**src/rtl/pattern_gen.sv**
```systemverilog
// Video test-pattern source on the pixel clock.
// Takes row/column from the HDMI core and returns registered RGB two cycles later.
// Mode, solid colour and box position change only at start of frame, so no frame is torn.
module pattern_gen #(
    parameter int HACTIVE      = 1280,
    parameter int VACTIVE      = 720,
    parameter int COORD_W      = 11,
    parameter int COLOR_W      = 8,
    parameter int CHECKER_LOG2 = 5,
    parameter int BOX_SIZE     = 64,
    parameter int BOX_STEP     = 4,
    parameter int FCNT_W       = 16
) (
    input  logic                   pix_clk,
    input  logic                   reset,
    input  logic [2:0]             mode_req,
    input  logic [3*COLOR_W-1:0]   solid_rgb,
    input  logic [COORD_W-1:0]     row,
    input  logic [COORD_W-1:0]     column,
    output logic [COLOR_W-1:0]     r,
    output logic [COLOR_W-1:0]     g,
    output logic [COLOR_W-1:0]     b,
    output logic [2:0]             mode_active,
    output logic [FCNT_W-1:0]      frame_count
);

    localparam int                 PW     = COORD_W + 1;
    localparam logic [PW-1:0]      X_MAX  = PW'(HACTIVE - BOX_SIZE);
    localparam logic [PW-1:0]      Y_MAX  = PW'(VACTIVE - BOX_SIZE);
    localparam logic [PW-1:0]      STEP_W = PW'(BOX_STEP);
    localparam logic [PW-1:0]      BOX_W  = PW'(BOX_SIZE);
    localparam logic [COORD_W-1:0] H_LIM  = COORD_W'(HACTIVE);
    localparam logic [COORD_W-1:0] V_LIM  = COORD_W'(VACTIVE);
    localparam logic [COLOR_W-1:0] C_ONES = {COLOR_W{1'b1}};
    localparam logic [COLOR_W-1:0] C_ZERO = {COLOR_W{1'b0}};
    localparam logic [COLOR_W-1:0] C_GREY = {1'b1, {(COLOR_W-1){1'b0}}};

    // Left edge of colour bar k, fixed at elaboration.
    function automatic logic [COORD_W-1:0] bar_bound(input int k);
        bar_bound = COORD_W'((k * HACTIVE) / 8);
    endfunction

    // One bounce step along an axis; returns {dir_down, new_pos}.
    function automatic logic [COORD_W:0] axis_step(input logic [COORD_W-1:0] pos,
                                                   input logic dir_dn,
                                                   input logic [PW-1:0] lim);
        logic [PW-1:0] pos_w;
        pos_w = {1'b0, pos};
        if (!dir_dn) begin
            if ((pos_w + STEP_W) > lim) axis_step = {1'b1, lim[COORD_W-1:0]};
            else                        axis_step = {1'b0, pos + STEP_W[COORD_W-1:0]};
        end else begin
            if (pos_w < STEP_W)         axis_step = {1'b0, {COORD_W{1'b0}}};
            else                        axis_step = {1'b1, pos - STEP_W[COORD_W-1:0]};
        end
    endfunction

    // Frame-level state
    logic [COORD_W-1:0]   prev_row_q, prev_col_q;
    logic [2:0]           mode_q, mode_d;
    logic [3*COLOR_W-1:0] solid_q, solid_d;
    logic [FCNT_W-1:0]    fcnt_q, fcnt_d;
    logic [COORD_W-1:0]   box_x_q, box_x_d, box_y_q, box_y_d;
    logic                 box_xdn_q, box_xdn_d, box_ydn_q, box_ydn_d;
    logic                 sof_s;

    // Stage 1
    logic                 s1_vld_q, s1_vld_d;
    logic [2:0]           s1_mode_q, s1_mode_d;
    logic                 s1_oor_q, s1_oor_d;
    logic [COLOR_W-1:0]   s1_rlo_q, s1_rlo_d, s1_clo_q, s1_clo_d;
    logic [2:0]           s1_bar_q, s1_bar_d;
    logic                 s1_chk_q, s1_chk_d;
    logic                 s1_box_q, s1_box_d;
    logic [3*COLOR_W-1:0] s1_solid_q, s1_solid_d;

    // Stage 2
    logic [COLOR_W-1:0]   r_q, r_d, g_q, g_d, b_q, b_d;
    logic [2:0]           bar_rgb_s;

    // Start of frame: entering (0,0) from any other coordinate.
    always_comb begin
        sof_s = (row == {COORD_W{1'b0}}) && (column == {COORD_W{1'b0}}) &&
                !((prev_row_q == {COORD_W{1'b0}}) && (prev_col_q == {COORD_W{1'b0}}));
    end

    // Next frame state; these values also feed stage 1 so the sof pixel uses them.
    always_comb begin
        mode_d    = mode_q;
        solid_d   = solid_q;
        fcnt_d    = fcnt_q;
        box_x_d   = box_x_q;
        box_y_d   = box_y_q;
        box_xdn_d = box_xdn_q;
        box_ydn_d = box_ydn_q;
        if (sof_s) begin
            if (mode_req <= 3'd4) mode_d = mode_req;
            else                  mode_d = mode_q;
            solid_d                = solid_rgb;
            fcnt_d                 = fcnt_q + {{(FCNT_W-1){1'b0}}, 1'b1};
            {box_xdn_d, box_x_d}   = axis_step(box_x_q, box_xdn_q, X_MAX);
            {box_ydn_d, box_y_d}   = axis_step(box_y_q, box_ydn_q, Y_MAX);
        end else begin
            mode_d = mode_q;
        end
    end

    // Stage 1: coordinates, effective mode and per-pattern decisions.
    always_comb begin
        s1_vld_d   = 1'b1;
        s1_mode_d  = mode_d;
        s1_solid_d = solid_d;
        s1_rlo_d   = row[COLOR_W-1:0];
        s1_clo_d   = column[COLOR_W-1:0];
        s1_oor_d   = (column >= H_LIM) || (row >= V_LIM);
        s1_bar_d   = 3'd0;
        for (int k = 1; k < 8; k++) begin
            if (column >= bar_bound(k)) s1_bar_d = 3'(k);
            else                        s1_bar_d = s1_bar_d;
        end
        s1_chk_d = row[CHECKER_LOG2] ^ column[CHECKER_LOG2];
        s1_box_d = ({1'b0, column} >= {1'b0, box_x_d}) &&
                   ({1'b0, column} <  ({1'b0, box_x_d} + BOX_W)) &&
                   ({1'b0, row}    >= {1'b0, box_y_d}) &&
                   ({1'b0, row}    <  ({1'b0, box_y_d} + BOX_W));
    end

    // Stage 2: final colour selection.
    always_comb begin
        r_d       = C_ZERO;
        g_d       = C_ZERO;
        b_d       = C_ZERO;
        bar_rgb_s = 3'b000;
        if (!s1_vld_q || s1_oor_q) begin
            r_d = C_ZERO;
        end else begin
            case (s1_mode_q)
                3'd0: begin
                    r_d = s1_rlo_q;
                    g_d = s1_clo_q;
                    b_d = C_ONES - {1'b0, s1_rlo_q[COLOR_W-1:1]} - {1'b0, s1_clo_q[COLOR_W-1:1]};
                end
                3'd1: begin
                    case (s1_bar_q)
                        3'd0:    bar_rgb_s = 3'b111;
                        3'd1:    bar_rgb_s = 3'b110;
                        3'd2:    bar_rgb_s = 3'b011;
                        3'd3:    bar_rgb_s = 3'b010;
                        3'd4:    bar_rgb_s = 3'b101;
                        3'd5:    bar_rgb_s = 3'b100;
                        3'd6:    bar_rgb_s = 3'b001;
                        default: bar_rgb_s = 3'b000;
                    endcase
                    r_d = {COLOR_W{bar_rgb_s[2]}};
                    g_d = {COLOR_W{bar_rgb_s[1]}};
                    b_d = {COLOR_W{bar_rgb_s[0]}};
                end
                3'd2: begin
                    if (!s1_chk_q) begin r_d = C_ONES; g_d = C_ONES; b_d = C_ONES; end
                    else           begin r_d = C_ZERO; g_d = C_ZERO; b_d = C_ZERO; end
                end
                3'd3: begin
                    r_d = s1_solid_q[3*COLOR_W-1:2*COLOR_W];
                    g_d = s1_solid_q[2*COLOR_W-1:COLOR_W];
                    b_d = s1_solid_q[COLOR_W-1:0];
                end
                3'd4: begin
                    if (s1_box_q) begin r_d = C_ONES; g_d = C_ONES; b_d = C_ONES; end
                    else          begin r_d = C_GREY; g_d = C_GREY; b_d = C_GREY; end
                end
                default: begin
                    r_d = C_ZERO;
                end
            endcase
        end
    end

    // All state registers; everything clears at once on reset.
    always_ff @(posedge pix_clk or posedge reset) begin
        if (reset) begin
            prev_row_q <= {COORD_W{1'b0}};
            prev_col_q <= {COORD_W{1'b0}};
            mode_q     <= 3'd0;
            solid_q    <= {(3*COLOR_W){1'b0}};
            fcnt_q     <= {FCNT_W{1'b0}};
            box_x_q    <= {COORD_W{1'b0}};
            box_y_q    <= {COORD_W{1'b0}};
            box_xdn_q  <= 1'b0;
            box_ydn_q  <= 1'b0;
            s1_vld_q   <= 1'b0;
            s1_mode_q  <= 3'd0;
            s1_oor_q   <= 1'b0;
            s1_rlo_q   <= C_ZERO;
            s1_clo_q   <= C_ZERO;
            s1_bar_q   <= 3'd0;
            s1_chk_q   <= 1'b0;
            s1_box_q   <= 1'b0;
            s1_solid_q <= {(3*COLOR_W){1'b0}};
            r_q        <= C_ZERO;
            g_q        <= C_ZERO;
            b_q        <= C_ZERO;
        end else begin
            prev_row_q <= row;
            prev_col_q <= column;
            mode_q     <= mode_d;
            solid_q    <= solid_d;
            fcnt_q     <= fcnt_d;
            box_x_q    <= box_x_d;
            box_y_q    <= box_y_d;
            box_xdn_q  <= box_xdn_d;
            box_ydn_q  <= box_ydn_d;
            s1_vld_q   <= s1_vld_d;
            s1_mode_q  <= s1_mode_d;
            s1_oor_q   <= s1_oor_d;
            s1_rlo_q   <= s1_rlo_d;
            s1_clo_q   <= s1_clo_d;
            s1_bar_q   <= s1_bar_d;
            s1_chk_q   <= s1_chk_d;
            s1_box_q   <= s1_box_d;
            s1_solid_q <= s1_solid_d;
            r_q        <= r_d;
            g_q        <= g_d;
            b_q        <= b_d;
        end
    end

    assign r           = r_q;
    assign g           = g_q;
    assign b           = b_q;
    assign mode_active = mode_q;
    assign frame_count = fcnt_q;

endmodule

```
**config.mk**
```make
export PLATFORM = sky130hd
export DESIGN_NAME = pattern_gen
export DESIGN_NICKNAME = d
export VERILOG_FILES = /design/src/rtl/pattern_gen.sv
export SDC_FILE = /design/constraint.sdc
export NUM_CORES = 1
export LEC_CHECK = 0
export ABC_AREA = 1
export CAP_MARGIN = 0
export CORE_ASPECT_RATIO = 0.9
export CORE_MARGIN = 3
export CORE_UTILIZATION = 35
export DETAILED_ROUTE_END_ITERATION = 8
export HOLD_SLACK_MARGIN = 0.15
export PLACE_DENSITY_LB_ADDON = 0.2
export SLEW_MARGIN = 20
export SYNTH_ARGS = -nofsm -noshare
export SYNTH_HDL_FRONTEND = slang
export SYNTH_SLANG_ARGS = --single-unit
```
**constraint.sdc**
```tcl
create_clock -name pix_clk -period 8.8 [get_ports pix_clk]
set_input_delay 0.88 -clock pix_clk [delete_from_list [all_inputs] [get_ports pix_clk]]
set_output_delay 0.88 -clock pix_clk [all_outputs]
set_load 0.02 [all_outputs]
```
==> results of run 1 <==
==> layer usage <==
| metal | vias to the layer above | global-route usage | routed length (um) |
|---|---|---|---|
| li1 | 3158 | - | - |
| met1 | 3005 | 0.274 | 10100 |
| met2 | 137 | 0.272 | 8670 |
| met3 | 15 | 0.0377 | 919 |
| met4 | 0 | 0.0475 | 233 |
| met5 | - | 0 | 0 |
==> report_power, final <==
group,internal [mW],leakage (nW),switching (mW)
clock network,0.544,0.317,0.251
registers,0.563,1.52,0.00468
logic,0.0486,2.57,0.0653
==> worst min-delay path: cells and delay by family (launching register included) <==
| family | cells | cell delay (ps) |
|---|---|---|
| and+or+nand+nor | 2 | 110 |
| DFF | 1 | 340 |
==> cells by family after synthesis <==
| logic type | count (synthesis) | share of synthesized area |
|---|---|---|
| AND/OR/NAND/NOR | 429 | 0.258 |
| buffers and inverters | 143 | 0.0783 |
| AO/OA/AOI/OAI | 137 | 0.115 |
| flip-flops | 120 | 0.418 |
| adder cells (fa/ha/maj) | 49 | 0.0863 |
| XOR/XNOR | 32 | 0.0390 |
| multiplexers | 3 | 0.00470 |
| other | 1 | 0.000522 |
==> cell type report <==
cell class | count | area, sq um
fillers | 2006 | 11000
clock inverters | 8 | 193
clock buffers | 23 | 468
multi-input cells | 651 | 3630
repair buffers | 94 | 938
flip-flops and latches | 120 | 3000
inverters | 122 | 460
well taps | 255 | 319
==> flip-flops by register name, indices dropped and copies added, names as in the netlist, 3 cells and up <==
register / cells
b: 8
box_x_q: 11
box_y_q: 11
frame_count: 16
g: 8
prev_col_q: 4
prev_row_q: 4
r: 8
s1_bar_q: 3
s1_clo_q: 7
s1_mode_q: 3
s1_rlo_q: 7
s1_solid_q: 24
==> final timing paths <==
path                           startpoint              end  slack, ps
max                             column[9]         s1_box_q       3800
min                        s1_solid_q[16]   s1_solid_q[16]        480
max reg2reg                   s1_rlo_q[2]         s1_box_q       4450
min reg2reg                s1_solid_q[16]   s1_solid_q[16]        480
max in group asynchronous           reset         s1_vld_q       6580
min in group asynchronous           reset  frame_count[12]        990
==> stage by stage <==
stage	std cells	hold WS [ps]
2_1_floorplan	914	449
3_3_place_gp	1242	464
3_5_place_dp	1242	466
4_1_cts	1273	482
5_1_grt	1273	499
6_report	1273	482
==> cells in the final DEF, fill, tap and decap left out, drive strengths merged, types with 2 or more instances in the layout <==
cell             n
a22oi            9
nand2          229
nor2           110
ha              48
o2111ai          2
mux2             3
inv            120
a31oi            2
xor2            23
nand4           17
nor3b            3
a21oi           45
a211oi          27
nor4             2
bufinv           6
o31ai            2
nor3            12
clkbuf          23
o21ai           46
xnor2            9
clkdlybuf4s50   93
nand3           53
dfrtp          120
clkinv           3
==> impl_metrics.env, run 1 <==
export IMPL_status="finished, final reports clean"
export IMPL_yosysUniqueCellTypes=45
export IMPL_wire_per_inst_um=15.7
export IMPL_fp_coreArea_sq_um=20000
export IMPL_ant_nets=0
export IMPL_p_total_mw=1.48
export IMPL_grt_pass1_vias=6024
export IMPL_cts_buffer_depth=2
export IMPL_gp_congestion=0.893
export IMPL_ys_warn_count=0
export IMPL_required_ps=9150
export IMPL_synth_common_cells="220 x nand2_1, 120 x dfrtp_1, 114 x inv_1, 100 x nor2_1, 49 x nand3_1"
export IMPL_synthCells=914
export IMPL_area_growth_pct=25.4
export IMPL_dieArea_sq_um=22300
export IMPL_fp_dieH_um=142
export IMPL_track_usage=0.184
export IMPL_tritoncts="done"
export IMPL_drc=0
export IMPL_path_depth=27
export IMPL_grt_pass1_wl_um=32000
export IMPL_port_buffers=93
export IMPL_critPathLaunchType="input port"
export IMPL_post_route_util=0.450
export IMPL_hold_viol_final=0
export IMPL_synthTopCellsByArea="dfrtp_1 42%, nand2_1 11%, ha_1 8.4%"
export IMPL_worst_path_buf_inv=4
export IMPL_vdd_drop_max_uv=130
export IMPL_ys_async_sr_fraction=1.00
export IMPL_grt_max_degree=68
export IMPL_drt_iter0_markers=388
export IMPL_cp_common_cell="nand2_1"
export IMPL_path_clk_slew_ps=50
export IMPL_critPathKind="input port to register"
export IMPL_crit_arrival_ps=5350
export IMPL_drive_gt1_frac=0.0668
export IMPL_antennaDiodeCount=0
export IMPL_r2r_cells=25
export IMPL_post_cts_resized=0
export IMPL_synth_edf_count=0
export IMPL_drv_cap=0
export IMPL_setup_viol=0
export IMPL_die_x_um=157
export IMPL_worst_path_largest_cell_delay_ps=730
export IMPL_synth_seq_cells=120
export IMPL_maxSlewHeadroom=0.335
export IMPL_hpwl_um=15400
export IMPL_htree_levels=4
export IMPL_grt_overflow_total=0
export IMPL_synth_cell_area_sq_um=7190
export IMPL_setup_tns_ps=0
export IMPL_worst_slack_ps=3800
export IMPL_clock_sinks=120
export IMPL_antenna_found_initial=0
export IMPL_post_cts_buffers=0
export IMPL_wl_um=20000
export IMPL_hold_buffers=0
export IMPL_via_count=6315
export IMPL_via_per_inst=4.96
export IMPL_yosys_area_top_type="dfrtp_1"
export IMPL_power_density_nw_per_um2=164
export IMPL_place_ws_ps=3390
export IMPL_fin_skew_ps=10.6
export IMPL_ys_flop_type="dfrtp_1"
export IMPL_root_buffer="clkbuf_16"
export IMPL_drv_slew=0
export IMPL_clock_latency_ps=420
export IMPL_cp_end_kind="register"
export IMPL_ys_seq_area_frac=0.418
export IMPL_worstHoldPathCells=2
export IMPL_ioPinCount=94
export IMPL_period_needed_ps=5000
export IMPL_syn_area_per_cell_sq_um=7.87
export IMPL_initial_core_util=0.359
export IMPL_worst_path_max_delay_cell="inv_2"
export IMPL_fin_area_sq_um=9020
export IMPL_hp_class="register to register"
export IMPL_worst_slew_pin_transition_ps=994
export IMPL_path_delay_family="simple AND/OR/NAND/NOR gates"
export IMPL_fin_nets=1106
export IMPL_period_share=0.568
export IMPL_rsz0062_at_grt="false"
export IMPL_synth_top_area_share=0.418
export IMPL_yosysMostFrequentCell="nand2_1"
export IMPL_rows=49
export IMPL_placed_area_sq_um=8360
export IMPL_fmax_mhz=200
export IMPL_synthesis_nets=1014
export IMPL_dr_pass1_iters=5
export IMPL_path_max_fanout=41
export IMPL_cts_buffers=17
export IMPL_leakagePower_nw=4.41
Note: power is estimated with default switching activity, not from simulation.
==> inputs of run 2 (changes only) <==
==> constraint.sdc (replaced) <==
create_clock -name pix_clk -period 4.1 [get_ports pix_clk]
set_input_delay 0.41 -clock pix_clk [delete_from_list [all_inputs] [get_ports pix_clk]]
set_output_delay 0.41 -clock pix_clk [all_outputs]
set_load 0.02 [all_outputs]
==> run 2 against run 1 <==
  * Core utilization grew 0.61 points
  * Worst hold slack lost 23 ps
  * First-iteration DRC count grew 28%
  * Sequential power grew 110%
  * Setup slack lost 3400 ps
  * Power grew 110%
  * Sequential share of layout area shrank 0.44 points
  * Clock power grew 100%
  * Non-clock buffer count grew 18
  * Sequential cell count is the same
  * Final area grew 1.3%
  * Critical endpoint unchanged
==> impl_metrics.env, run 2 (synthesis results as in run 1) <==
export IMPL_ant_nets=0
export IMPL_clock_latency_ps=420
export IMPL_hold_buffers=0
export IMPL_grt_pass1_wl_um=32700
export IMPL_switchingPower_mw=0.699
export IMPL_fin_nets=1124
export IMPL_grt_overflow_total=0
export IMPL_final_common_cell="nand2_1"
export IMPL_port_buffers=93
export IMPL_worst_path_buf_inv=6
export IMPL_post_cts_resized=0
export IMPL_drive_gt1_frac=0.0858
export IMPL_worst_slew_pin_transition_ps=950
export IMPL_track_usage=0.188
export IMPL_dieArea_sq_um=22300
export IMPL_maxSlewHeadroom=0.367
export IMPL_setup_viol=0
export IMPL_drt_iter0_markers=495
export IMPL_hpwl_um=15600
export IMPL_largest_reg_flops=24
export IMPL_via_count=6407
export IMPL_fp_dieH_um=142
export IMPL_required_ps=4440
export IMPL_grt_max_degree=74
export IMPL_antenna_found_initial=0
export IMPL_fin_skew_ps=7.28
export IMPL_critPathLaunchType="register"
export IMPL_wire_per_inst_um=15.6
export IMPL_period_share=0.893
export IMPL_cts_buffers=17
export IMPL_tritoncts="done"
export IMPL_power_density_nw_per_um2=338
export IMPL_grt_pass1_vias=6190
export IMPL_worst_path_max_delay_cell="dfrtp_1"
export IMPL_rsz0062_at_grt="false"
export IMPL_initial_core_util=0.359
export IMPL_cts_buffer_depth=2
export IMPL_drc=0
export IMPL_crit_arrival_ps=4000
export IMPL_post_cts_buffers=0
export IMPL_path_clk_slew_ps=60
export IMPL_fmax_mhz=273
export IMPL_antennaDiodeCount=0
export IMPL_p_int_mw=2.39
export IMPL_worst_path_largest_cell_delay_ps=490
export IMPL_hold_viol_final=0
export IMPL_drv_cap=0
export IMPL_clkPwrFrac=0.523
export IMPL_layout_common_cells="220 x nand2_1, 120 x dfrtp_1, 113 x inv_1"
export IMPL_cp_end_kind="register"
export IMPL_htree_levels=4
export IMPL_power_frac_comb=0.082
export IMPL_gp_congestion=0.913
export IMPL_switching_share=0.226
export IMPL_dr_pass1_iters=5
export IMPL_path_max_fanout=11
export IMPL_vdd_drop_max_uv=260
export IMPL_drv_slew=0
export IMPL_period_needed_ps=3660
export IMPL_rows=49
export IMPL_leakagePower_nw=4.49
export IMPL_seqPwrFrac=0.395
export IMPL_wl_um=20200
export IMPL_dp_cells=1260
export IMPL_area_growth_pct=27.1
export IMPL_root_buffer="clkbuf_16"
export IMPL_stdcell_count=1292
export IMPL_ioPinCount=94
export IMPL_fp_coreArea_sq_um=20000
export IMPL_critPathKind="register to register"
export IMPL_path_delay_family="simple AND/OR/NAND/NOR gates"
export IMPL_via_per_inst=4.96
export IMPL_largest_register="s1_solid_q"
export IMPL_hp_class="input port to register"
export IMPL_fillers=1975
export IMPL_status="finished, final reports clean"
export IMPL_die_x_um=157
export IMPL_clock_sinks=120
export IMPL_setup_tns_ps=0
-- run 2: final timing paths --
check	start	end	slack, ps	cells past startpoint
max in group asynchronous	reset	box_y_q[4]	2740	3
min in group asynchronous	reset	frame_count[14]	570	2
worst min register to register	s1_solid_q[11]	s1_solid_q[11]	480	2
worst max register to register	s1_rlo_q[2]	s1_box_q	440	25
worst max-delay path	s1_rlo_q[2]	s1_box_q	440	25
worst min-delay path	row[0]	s1_rlo_q[0]	460	1
-- run 2: metal layers --
metal,up-vias,part of all wire,routed length (um),GRT usage
met2,176,0.42,8490,0.273
met4,0,0.014,285,0.0562
met1,3018,0.49,9960,0.275
met3,19,0.071,1440,0.0493
met5,-,0,0,0
li1,3194,-,-,-
-- run 2: power by group through the flow --
stage               Sequential (mW)  Clock (mW)  Combinational [mW]
floorplan                      1.24           0               0.115
global placement               1.24           0               0.252
detailed placement             1.24           0               0.251
CTS                            1.22        1.64               0.253
global route                   1.22        1.70               0.284
finish                         1.22        1.61               0.253
-- run 2: metrics by stage --
step	area, sq um	util	setup slack, ps	hold slack [ps]	power, mW
after global routing	9140	0.456	82.2	445	3.20
after global placement	8500	0.424	304	466	1.49
after floorplan	7190	-	504	441	1.36
after detailed placement	8500	0.424	150	467	1.49
after CTS	9140	0.456	459	447	3.11
final	9140	0.456	438	459	3.09
-- run 2: area by class of cell --
cell class,count,area [sq um],share of cell area
clock buffer,22,474,0.0519
timing repair buffer,112,1090,0.119
inverter,122,460,0.0504
tap,255,319,0.0349
multi-input combinational,651,3630,0.397
clock inverter,10,166,0.0182
sequential,120,3000,0.329
